==> config.mk <==
export PLATFORM = sky130hd
export DESIGN_NAME = vga_scanout_stream
export DESIGN_NICKNAME = d
export VERILOG_FILES = /design/src/rtl/vga_scanout_stream.sv
export SDC_FILE = /design/constraint.sdc
export NUM_CORES = 1
export LEC_CHECK = 0
export CAP_MARGIN = 10
export CORE_ASPECT_RATIO = 0.9
export CORE_MARGIN = 3
export CORE_UTILIZATION = 50
export DETAILED_ROUTE_END_ITERATION = 6
export PLACE_DENSITY = 0.75
export RECOVER_POWER = 50
export SLEW_MARGIN = 10
export SYNTH_ARGS = -nofsm -noshare
export SYNTH_HDL_FRONTEND = slang
export SYNTH_SLANG_ARGS = --single-unit
export TNS_END_PERCENT = 100
==> constraint.sdc <==
create_clock -name clk -period 3.5 [get_ports clk]
set_input_delay 0.35 -clock clk [delete_from_list [all_inputs] [get_ports clk]]
set_output_delay 0.35 -clock clk [all_outputs]
set_load 0.01 [all_outputs]
==> src/rtl/vga_scanout_stream.sv <==
// Raster-order framebuffer scanout: strip-memory reads, latency pipe, credit-limited FIFO, Avalon-ST source.
// Define VGA_SCANOUT_TESTPAT_EN to add a testpat input selecting 8 vertical colour bars (requires H_RES >= 8).
module vga_scanout_stream #(
    parameter int H_RES         = 800,
    parameter int V_RES         = 600,
    parameter int CORES_COUNT   = 10,
    parameter int BUFFER_ADDR_W = 32,
    parameter int CHAN_W        = 5,
    parameter int OUT_CHAN_W    = 10,
    parameter int RD_LATENCY    = 1,
    parameter int FIFO_DEPTH_W  = 3
) (
    input  logic                                                  clk,
    input  logic                                                  rst,
    input  logic                                                  enable,
`ifdef VGA_SCANOUT_TESTPAT_EN
    input  logic                                                  testpat,
`endif
    output logic                                                  rd_en,
    output logic [BUFFER_ADDR_W-1:0]                              raddress,
    output logic [((CORES_COUNT > 1) ? $clog2(CORES_COUNT) : 1)-1:0] rselect,
    input  logic [3*CHAN_W-1:0]                                   rdata,
    output logic [3*OUT_CHAN_W-1:0]                               m_data,
    output logic                                                  m_startofpacket,
    output logic                                                  m_endofpacket,
    output logic                                                  m_valid,
    input  logic                                                  m_ready,
    output logic                                                  frame_done,
    output logic                                                  busy
);

    localparam int STRIP = V_RES / CORES_COUNT;
    localparam int X_W   = (H_RES > 1) ? $clog2(H_RES) : 1;
    localparam int LY_W  = (STRIP > 1) ? $clog2(STRIP) : 1;
    localparam int SEL_W = (CORES_COUNT > 1) ? $clog2(CORES_COUNT) : 1;
    localparam int PIX_W = 3 * CHAN_W;
    localparam int ENT_W = PIX_W + 2;
    localparam int DEPTH = 1 << FIFO_DEPTH_W;
    localparam logic [X_W-1:0]   X_LAST   = X_W'(H_RES - 1);
    localparam logic [LY_W-1:0]  LY_LAST  = LY_W'(STRIP - 1);
    localparam logic [SEL_W-1:0] SEL_LAST = SEL_W'(CORES_COUNT - 1);

    // Source MSBs repeated into the low bits so full scale stays full scale.
    function automatic logic [OUT_CHAN_W-1:0] expand_chan(input logic [CHAN_W-1:0] c);
        logic [OUT_CHAN_W-1:0] r;
        r = '0;
        for (int i = 0; i < OUT_CHAN_W; i++)
            r[OUT_CHAN_W-1-i] = c[CHAN_W-1-(i % CHAN_W)];
        return r;
    endfunction

    typedef enum logic [1:0] {S_IDLE, S_RUN, S_DRAIN} state_t;

    state_t                  state_q, state_d;
    logic [X_W-1:0]          x_q;
    logic [LY_W-1:0]         ly_q;
    logic [SEL_W-1:0]        sel_q;
    logic [BUFFER_ADDR_W-1:0] addr_q;
    logic [RD_LATENCY-1:0]   vld_p, sop_p, eop_p;
    logic [ENT_W-1:0]        fifo_mem [DEPTH];
    logic [FIFO_DEPTH_W:0]   wr_ptr_q, rd_ptr_q, fifo_count;
    logic [ENT_W-1:0]        head;
    logic [PIX_W-1:0]        push_pix;
    logic                    push, pop, eop_pop, frame_start, first_pix, last_pix;
    int                      outstanding;

    always_comb begin
        outstanding = 0;
        for (int i = 0; i < RD_LATENCY; i++)
            outstanding = outstanding + int'(vld_p[i]);
    end

    assign fifo_count = wr_ptr_q - rd_ptr_q;
    assign first_pix  = (x_q == '0) && (ly_q == '0) && (sel_q == '0);
    assign last_pix   = (x_q == X_LAST) && (ly_q == LY_LAST) && (sel_q == SEL_LAST);
    assign rd_en      = (state_q == S_RUN) && ((outstanding + int'(fifo_count)) < DEPTH);
    assign raddress   = addr_q;
    assign rselect    = sel_q;
    assign pop        = m_valid && m_ready;
    assign eop_pop    = pop && head[PIX_W+1];
    assign busy       = (state_q != S_IDLE);

    always_ff @(posedge clk) begin
        if (rst) state_q <= S_IDLE;
        else     state_q <= state_d;
    end

    always_comb begin
        state_d     = state_q;
        frame_start = 1'b0;
        case (state_q)
            S_IDLE: begin
                if (enable) begin
                    state_d     = S_RUN;
                    frame_start = 1'b1;
                end
            end
            S_RUN: begin
                if (rd_en && last_pix) state_d = S_DRAIN;
            end
            S_DRAIN: begin
                if (eop_pop) begin
                    state_d     = enable ? S_RUN : S_IDLE;
                    frame_start = enable;
                end
            end
            default: state_d = S_IDLE;
        endcase
    end

    // Raster position: strip address is a running counter restarted at each strip change.
    always_ff @(posedge clk) begin
        if (rst) begin
            x_q    <= '0;
            ly_q   <= '0;
            sel_q  <= '0;
            addr_q <= '0;
        end else if (rd_en) begin
            if (x_q == X_LAST) begin
                x_q <= '0;
                if (ly_q == LY_LAST) begin
                    ly_q   <= '0;
                    addr_q <= '0;
                    sel_q  <= (sel_q == SEL_LAST) ? '0 : sel_q + 1'b1;
                end else begin
                    ly_q   <= ly_q + 1'b1;
                    addr_q <= addr_q + 1'b1;
                end
            end else begin
                x_q    <= x_q + 1'b1;
                addr_q <= addr_q + 1'b1;
            end
        end
    end

    // Read-latency pipe stage boundary: tags travel with each outstanding read.
    always_ff @(posedge clk) begin
        if (rst) begin
            vld_p <= '0;
        end else begin
            vld_p[0] <= rd_en;
            for (int i = 1; i < RD_LATENCY; i++) vld_p[i] <= vld_p[i-1];
        end
    end

    always_ff @(posedge clk) begin
        sop_p[0] <= first_pix;
        eop_p[0] <= last_pix;
        for (int i = 1; i < RD_LATENCY; i++) begin
            sop_p[i] <= sop_p[i-1];
            eop_p[i] <= eop_p[i-1];
        end
    end

    assign push = vld_p[RD_LATENCY-1];

`ifdef VGA_SCANOUT_TESTPAT_EN
    localparam int REM_W = X_W + 4;

    // Bar index bits map to channel enables: R = ~b[1], G = ~b[2], B = ~b[0].
    function automatic logic [PIX_W-1:0] bar_pix(input logic [2:0] b);
        return {{CHAN_W{~b[1]}}, {CHAN_W{~b[2]}}, {CHAN_W{~b[0]}}};
    endfunction

    logic             tp_q;
    logic [2:0]       bar_q;
    logic [REM_W-1:0] bar_rem_q, bar_rem_inc;
    logic [2:0]       bar_p [RD_LATENCY];

    // bar_q tracks floor(x*8/H_RES) via a remainder accumulator instead of a divider.
    assign bar_rem_inc = bar_rem_q + REM_W'(8);

    always_ff @(posedge clk) begin
        if (rst) begin
            tp_q      <= 1'b0;
            bar_q     <= '0;
            bar_rem_q <= '0;
        end else begin
            if (frame_start) tp_q <= testpat;
            if (rd_en) begin
                if (x_q == X_LAST) begin
                    bar_q     <= '0;
                    bar_rem_q <= '0;
                end else if (bar_rem_inc >= REM_W'(H_RES)) begin
                    bar_q     <= bar_q + 1'b1;
                    bar_rem_q <= bar_rem_inc - REM_W'(H_RES);
                end else begin
                    bar_rem_q <= bar_rem_inc;
                end
            end
        end
    end

    always_ff @(posedge clk) begin
        bar_p[0] <= bar_q;
        for (int i = 1; i < RD_LATENCY; i++) bar_p[i] <= bar_p[i-1];
    end

    assign push_pix = tp_q ? bar_pix(bar_p[RD_LATENCY-1]) : rdata;
`else
    assign push_pix = rdata;
`endif

    // FIFO write stage boundary: credit check upstream guarantees a free slot on push.
    always_ff @(posedge clk) begin
        if (rst) begin
            wr_ptr_q <= '0;
            rd_ptr_q <= '0;
        end else begin
            if (push) wr_ptr_q <= wr_ptr_q + 1'b1;
            if (pop)  rd_ptr_q <= rd_ptr_q + 1'b1;
        end
    end

    always_ff @(posedge clk) begin
        if (push) fifo_mem[wr_ptr_q[FIFO_DEPTH_W-1:0]] <= {eop_p[RD_LATENCY-1], sop_p[RD_LATENCY-1], push_pix};
    end

    always_ff @(posedge clk) begin
        if (rst) frame_done <= 1'b0;
        else     frame_done <= eop_pop;
    end

    // Output stage: FIFO head drives the stream, held while the sink stalls.
    assign head            = fifo_mem[rd_ptr_q[FIFO_DEPTH_W-1:0]];
    assign m_valid         = (fifo_count != '0);
    assign m_startofpacket = m_valid && head[PIX_W];
    assign m_endofpacket   = m_valid && head[PIX_W+1];
    assign m_data          = {expand_chan(head[3*CHAN_W-1:2*CHAN_W]),
                              expand_chan(head[2*CHAN_W-1:CHAN_W]),
                              expand_chan(head[CHAN_W-1:0])};

endmodule

== Word-level counts from Yosys, hierarchy flattened ==
Memories as Yosys holds them, arrays and structs flattened. A register that Yosys moved wholly into a read port is not among the register bits.
Index checks and enable logic that the tools add are counted.
Widths: inputs -> output; s select.
Word-level totals
  output and inout bits: 72
  ROM bits: 0
  bits in writable memories: 136
  memories kept: 1
  latch bits: 0
  bits in registers: 66
  bits of input ports: 19
  logic and storage cells: 62
Memories
  fifo_mem: words 8, width 17, rd ports 1, clocked after memory_dff 1, wr ports 1, line 60  | logic [ENT_W-1:0] fifo_mem [DEPTH];
Operators by class
  equal/unequal tests: 8
  multiplexer cells: 14
  multipliers: 0
  div/mod/pow operators: 0
  $lt $le $gt $ge: 1
  reductions and logical operators: 19
  shift-type cells: 0
  add/sub/neg operators: 8
  bitwise gates (word level): 0
Operators with widths (count)
  $mux 32: 2
  $add 32x1->32 const B: 1
  $add 4x1->4 const B: 3
  $add 10x1->10 const B: 1
  $eq 10x10->1 const B: 1
  $logic_and 1x1->1: 10
  $logic_not 10->1: 1
  $mux 10: 1
  $add 6x1->6 const B: 1
  $eq 6x6->1 const B: 1
  $logic_not 6->1: 1
  $mux 2: 3
  $mux 3: 2
  $mux 6: 1
  $pmux 2 s3: 1
  $reduce_and 3->1: 2
  $add 1x4->5: 1
  $lt 5x4->1 const B: 1
  $eq 4x4->1 const B: 1
  $logic_not 4->1: 1
  $mux 4: 1
  $ne 2x2->1 const B: 2
  $reduce_bool 4->1: 1
  $sub 4x4->4: 1
  other kinds (7): 9

== Depth between registers and ports, before layout ==
Gate-level depths: netlist of the first run.
  word-level depth: 7
  depth in mapped cells: 10
  mapped depth without buffers: 9

== Worst setup path before layout of the first run ==
Ideal clock, no wire load.
  kind: register to register
  start: register wr_ptr_q[0]
  end: register x_q[3]
  arrival: 2593 ps
  required time: 3367 ps
  setup slack: 774 ps
  stages on the path, launching flop included: 10
  clock period less this slack: 2726 ps
  cell sequence: dfxtp_1 -> inv_1 -> ha_1 -> fa_1 -> or3b_1 -> o21ai_1 -> clkbuf_1 -> nor4_1 -> xnor2_1 -> nor2_1
Between the ends
  word-level cells in the longest chain between the ends: 4
RTL lines
  from (decl): line 61  | logic [FIFO_DEPTH_W:0] wr_ptr_q, rd_ptr_q, fifo_count;
  from (signal assigned): line 210  | if (push) wr_ptr_q <= wr_ptr_q + 1'b1;
  $sub 4x4->4: line 73  | assign fifo_count = wr_ptr_q - rd_ptr_q;
  $add 1x4->5: line 76  | assign rd_en = (state_q == S_RUN) && ((outstanding + int'(fifo_count)) < DEPTH);
  $lt 5x4->1: line 76
  $logic_and 1x1->1: line 76
  to (signal assigned): line 130  | x_q <= x_q + 1'b1;
  to (decl): line 55  | logic [X_W-1:0] x_q;
No other way between the ends.
A chain may end at the register's enable or synchronous reset.

== Final worst setup path of the first run ==
  start: register wr_ptr_q[0]
  end: output port m_startofpacket
Between the ends
  word-level cells in the longest chain between the ends: 3
RTL lines
  $sub 4x4->4: line 73
  $reduce_bool 4->1: line 226  | assign m_valid = (fifo_count != '0);
  $logic_and 1x1->1: line 227  | assign m_startofpacket = m_valid && head[PIX_W];
  to (decl): line 24  | output logic m_startofpacket,
No other way between the ends.

==> impl_metrics.env, run 1 <==
export IMPL_cts_max_path_buffers=3
export IMPL_r2r_start="wr_ptr_q[2]"
export IMPL_cts_root_buffer="clkbuf_16"
export IMPL_grt_max_degree=36
export IMPL_crit_type="reg2out"
export IMPL_track_usage_pct=19.0
export IMPL_final_common_cell="edfxtp_1"
export IMPL_crit_chain="inv_1, ha_1, fa_1, xor2_2, nand3_1, a21oi_1, buf_4, nor2_1, clkdlybuf4s50_1"
export IMPL_seq_area_frac_synth_pct=62.5
export IMPL_postSynthCellCount=625
export IMPL_start_util_pct=51.5
export IMPL_syn_cell_area_mm2=0.00875
export IMPL_worst_path_stages=9
export IMPL_top_level_ports=91
export IMPL_pwr_density_cell_mw_per_mm2=622
export IMPL_grt_pass1_vias=5689
export IMPL_setup_tns_ns=0
export IMPL_finalHoldWorstSlack_ns=0.491
export IMPL_slew_headroom_pct=13.2
export IMPL_cp_end_kind="primary output"
export IMPL_std_cell_rows=45
export IMPL_setup_viol=0
export IMPL_gp_congestion=0.849
export IMPL_fp_dieW_um=145
export IMPL_cpPeakStageDelay_ns=0.57
export IMPL_antenna_cells=0
export IMPL_arrival_ns=2.93
export IMPL_synth_cell_types=57
export IMPL_h_tree_depth=1
export IMPL_reg2reg_to="rd_ptr_q[3]"
export IMPL_die_area_mm2=0.0191
export IMPL_slew_violations=0
export IMPL_fmaxAchievable_ghz=0.304
export IMPL_worstMarginPinSlew_ns=1.30
export IMPL_numCtsBuffers=20
export IMPL_final_cell_mix="edfxtp_1 (136), clkdlybuf4s50_1 (74), dfxtp_1 (68)"
export IMPL_ys_warnings_count=0
export IMPL_io_buffer_count=90
export IMPL_cts_num_sinks=205
export IMPL_layout_cells_non_filler=970
export IMPL_status="complete, no violations"
export IMPL_ant_nets=0
export IMPL_endpoint="m_startofpacket"
export IMPL_vias=5590
export IMPL_grt_pass1_wl_um=29900
export IMPL_hp_start="raddress[31]"
export IMPL_synth_nets=655
export IMPL_critPathMaxFanout=6
export IMPL_drc=0
export IMPL_dp_hpwl_um=11900
export IMPL_final_util_pct=62.5
export IMPL_drt_iter0_drc=402
export IMPL_p_leak_nw=3.33
export IMPL_syn_area_per_cell_um2=14.0
export IMPL_synth_seq_cells=205
export IMPL_cp_required_ns=3.15
export IMPL_ff2ff_setup_slack_ns=0.57
export IMPL_finalHoldViolCount=0
export IMPL_cts_setup_buffers=0
export IMPL_dr_pass1_iters=5
export IMPL_area_delta_synth_final_pct=21.5
export IMPL_period_needed_ns=3.28
export IMPL_drt_total_wl_um=18300
export IMPL_drive_above_1_share_pct=16.1
export IMPL_async_flop_share_pct=0
export IMPL_wl_per_cell_um=18.9
export IMPL_overflow=0
export IMPL_worst_path_max_delay_cell="clkdlybuf4s50_1"
export IMPL_fin_crit_sh_pct=93.9
export IMPL_reg2reg_depth=7
export IMPL_ys_flop_type="edfxtp_1"
export IMPL_vdd_drop_max_mv=0.396
export IMPL_max_cap_viol_count=0
export IMPL_rsz0062_at_grt="false"
export IMPL_clk_pin_slew_ns=0.06
export IMPL_path_buf_inv=3
export IMPL_die_h_um=132
export IMPL_core_area_mm2=0.0170
export IMPL_finalNetCount=751
export IMPL_cp_startpoint="wr_ptr_q[0]"
export IMPL_dp_cells=934
export IMPL_synth_edf_count=136
export IMPL_clk_latency_ns=0.50
export IMPL_routed_via_density=5.76
export IMPL_hold_path_depth=2
export IMPL_path_delay_family="buffers and inverters"
export IMPL_clock_skew_ns=0.0206
export IMPL_antenna_found_initial=0
export IMPL_worstSetupStartpointType="flip-flop"
export IMPL_tritoncts="yes"
export IMPL_hp_class="reg2reg"
export IMPL_p_total_mw=6.61
synth_stat cells, types with 16 or more instances:
cell type | instances | share of area [%]
nor2_1 | 48 | 2.1
xnor2_1 | 28 | 2.8
dfxtp_1 | 69 | 16
nand2_1 | 24 | 1.0
inv_1 | 17 | 0.73
mux4_2 | 34 | 8.8
nor4_1 | 18 | 1.3
o21ai_0 | 17 | 0.97
edfxtp_1 | 136 | 47
nand3_1 | 19 | 1.1
mux2_2 | 16 | 2.1
a21oi_1 | 29 | 1.7
final cells by class:
type                    instances  area (µm²)
inverters                      18        67.6
flip-flops and latches        205        5470
clock buffers                  30         598
fillers                      1260        6370
well taps                     235         294
multi-input cells             364        3020
clock inverters                 6         116
repair buffers                112        1070
where the power goes:
group / internal, mW / total, mW / switching, mW
sequential: 2.68 / 2.77 / 0.0979
clock: 1.41 / 2.27 / 0.867
combinational: 0.822 / 1.56 / 0.740
metrics by stage:
step	instance area [µm²]	worst slack, ns
after floorplan	8750	0.774
after global placement	9930	0.577
after detailed placement	9930	0.502
after CTS	10700	0.0139
after global routing	10600	0.0463
final	10600	0.215
state kept, by name, indices dropped and copies added, names as in the netlist, named ones only:
register    count
push            1
x_q            10
eop_p           1
raddress       32
state_q         2
rselect         4
frame_done      1
rd_ptr_q        4
sop_p           1
ly_q            6
fifo_mem      136
wr_ptr_q        4
kinds of logic after synthesis:
family	count (synthesis)	share of synthesized area [%]
buffers and inverters	56	3.23
muxes	54	11.3
xor gates and xnor gates	34	3.40
and+or+nand+nor	181	11.2
DFF	205	62.5
adders and majority gates	11	1.66
AOI/OAI and AO/OA	84	6.78
worst min-delay path by stage:
stage	slack, ns	to
after global placement	0.47	raddress[31]
final	0.49	raddress[31]
after CTS	0.49	raddress[31]
after global routing	0.54	raddress[30]
after detailed placement	0.48	raddress[31]
after floorplan	0.45	fifo_mem[0][0]
worst reg2reg max path, stage by stage, from the launching register on:
cell and delay (ns):
dfxtp_1 0.46, ha_1 0.35, and3b_1 0.25, nor3_1 0.86
buf_4 0.30, o31ai_1 0.15, or3_1 0.37, a21oi_1 0.13
repair_timing:
action                                  4_1_cts  5_1_grt
gates resized for setup                       2        3
endpoints found under the setup margin        1        3
hold buffers                                  0        0
per-layer routing:
metal,track usage [%],vias to the layer above,wire (µm)
met5,0,-,0
met4,5.49,0,420
met3,3.38,34,797
met2,32.8,161,9260
met1,25.0,2801,7860
li1,-,2594,-
(Power assumes the default switching activity.)
==> inputs of run 2 (changes only) <==
Settings changed: GPL_ROUTABILITY_DRIVEN from default to 0.
==> results of run 2 <==
Same layout as run 1: the final DEF is identical, and so are final timing and power.
==> inputs of run 3 (changes only) <==
Settings changed: ABC_CLOCK_PERIOD_IN_PS from default to 3500, CAP_MARGIN 10 to 20, PLACE_DENSITY 0.75 to 0.72.
==> impl_metrics.env, run 3 (synthesized netlist as in run 1, its figures left out) <==
export IMPL_cp_required_ns=3.15
export IMPL_dp_cells=933
export IMPL_setup_viol=0
export IMPL_overflow=0
export IMPL_vdd_drop_max_mv=0.439
export IMPL_largest_reg_flops=136
export IMPL_grt_pass1_vias=5653
export IMPL_finalHoldWorstSlack_ns=0.491
export IMPL_slew_violations=0
export IMPL_top_level_ports=91
export IMPL_finalNetCount=755
export IMPL_grt_max_degree=36
export IMPL_pwr_share_clk_pct=33.6
export IMPL_clk_latency_ns=0.50
export IMPL_cts_root_buffer="clkbuf_16"
export IMPL_layout_cells_non_filler=975
export IMPL_p_seq_share_pct=42.3
export IMPL_pwr_density_cell_mw_per_mm2=615
export IMPL_drive_above_1_share_pct=16.5
export IMPL_status="complete, no violations"
export IMPL_antenna_found_initial=0
export IMPL_dp_hpwl_um=11600
export IMPL_antenna_cells=0
export IMPL_io_buffer_count=90
export IMPL_cts_max_path_buffers=3
export IMPL_swShare_pct=27.0
export IMPL_h_tree_depth=1
export IMPL_drc=0
export IMPL_setup_tns_ns=0
export IMPL_worstMarginPinSlew_ns=1.31
export IMPL_hp_class="reg2reg"
export IMPL_final_common_cell="edfxtp_1"
export IMPL_switchingPower_mw=1.76
export IMPL_finalHoldViolCount=0
export IMPL_core_area_mm2=0.0170
export IMPL_ant_nets=0
export IMPL_std_cell_rows=45
export IMPL_worstSetupStartpointType="flip-flop"
export IMPL_final_cell_mix="edfxtp_1 (136), clkdlybuf4s50_1 (74), dfxtp_1 (68)"
export IMPL_die_h_um=132
export IMPL_p_comb_share_pct=24.1
export IMPL_hold_buffers=0
export IMPL_fmaxAchievable_ghz=0.310
export IMPL_start_util_pct=51.5
export IMPL_tritoncts="yes"
export IMPL_rsz0062_at_grt="false"
export IMPL_slew_headroom_pct=12.5
export IMPL_drt_iter0_drc=391
export IMPL_clk_pin_slew_ns=0.06
export IMPL_clock_skew_ns=0.0120
export IMPL_place_worst_setup_slack_ns=0.506
export IMPL_p_leak_nw=3.32
export IMPL_p_int_mw=4.77
export IMPL_grt_pass1_wl_um=29600
export IMPL_final_util_pct=62.4
export IMPL_routed_via_density=5.71
export IMPL_die_area_mm2=0.0191
export IMPL_max_cap_viol_count=0
export IMPL_critPathMaxFanout=6
export IMPL_vias=5570
export IMPL_numCtsBuffers=21
export IMPL_area_delta_synth_final_pct=21.3
export IMPL_track_usage_pct=19.0
export IMPL_cts_num_sinks=205
export IMPL_wl_per_cell_um=18.8
export IMPL_drt_total_wl_um=18300
export IMPL_fin_crit_sh_pct=92.1
export IMPL_period_needed_ns=3.22
export IMPL_dr_pass1_iters=6
export IMPL_arrival_ns=2.87
export IMPL_fin_ws_ns=0.276
export IMPL_cp_end_kind="primary output"
export IMPL_crit_type="reg2out"
export IMPL_fp_dieW_um=145
run 3: changes by cell type in the layout (fill, tap and decap cells not counted), moves of 2 or more:
cell / previous run / this run
clkinv_2: 2 / 4
clkinv_1: 0 / 2
nor2_2: 2 / 0
clkbuf_8: 6 / 0
clkinv_4: 0 / 2
inv_6: 0 / 3
clkinvlp_4: 0 / 2
nor2_1: 46 / 48
clkbuf_1: 8 / 6
buf_4: 17 / 20
run 3: layout make-up:
cell class / count / area [µm²]
tap: 235 / 294
sequential: 205 / 5470
inverter: 18 / 67.6
multi-input combinational: 364 / 3020
timing repair buffer: 115 / 1090
fill: 1284 / 6390
clock inverter: 15 / 146
clock buffer: 23 / 533
run 3: power by group through the flow:
| stage | combinational [mW] | clock (mW) | sequential [mW] |
|---|---|---|---|
| final | 1.57 | 2.20 | 2.76 |
| after global routing | 1.70 | 2.35 | 2.78 |
| after CTS | 1.57 | 2.24 | 2.76 |
| after detailed placement | 1.55 | 0 | 2.82 |
| after global placement | 1.53 | 0 | 2.81 |
| after floorplan | 1.01 | 0 | 2.78 |
run 3: worst max-delay path, cell delays in order, from the launching register on:
cell             delay (ns)
dfxtp_1                0.38
inv_1                  0.08
ha_1                   0.23
fa_1                   0.41
xor2_2                 0.29
nand3_1                0.18
a21oi_2                0.25
nor2_1                 0.08
clkdlybuf4s50_1        0.48
run 3: worst paths after layout:
path	cells after the start	startpoint	slack [ns]	to
min	2	raddress[31]	0.49	raddress[31]
max	8	wr_ptr_q[0]	0.28	m_startofpacket
max reg2reg	7	wr_ptr_q[2]	0.55	rd_ptr_q[3]
min reg2reg	2	raddress[31]	0.49	raddress[31]
run 3: per-stage QoR:
step	cell area (µm²)	total power, mW
6_report	10600	6.53
5_1_grt	10600	6.83
4_1_cts	10600	6.57
3_5_place_dp	9910	4.37
3_3_place_gp	9910	4.34
2_1_floorplan	8750	3.79
run 3: what timing repair did:
item,4_1_cts,5_1_grt
gates resized for setup,2,4
cloned,0,0
hold endpoints to repair,0,0
setup buffers,0,4
endpoints found under the setup margin,1,3
run 3: per-layer routing:
| metal | GRT usage (%) | vias to the layer above | wire length, µm | share of wire [%] |
|---|---|---|---|---|
| li1 | - | 2604 | - | - |
| met1 | 25.3 | 2770 | 8010 | 44 |
| met2 | 31.7 | 155 | 8870 | 48 |
| met3 | 3.90 | 41 | 897 | 4.9 |
| met4 | 5.96 | 0 | 516 | 2.8 |
| met5 | 0 | - | 0 | 0 |
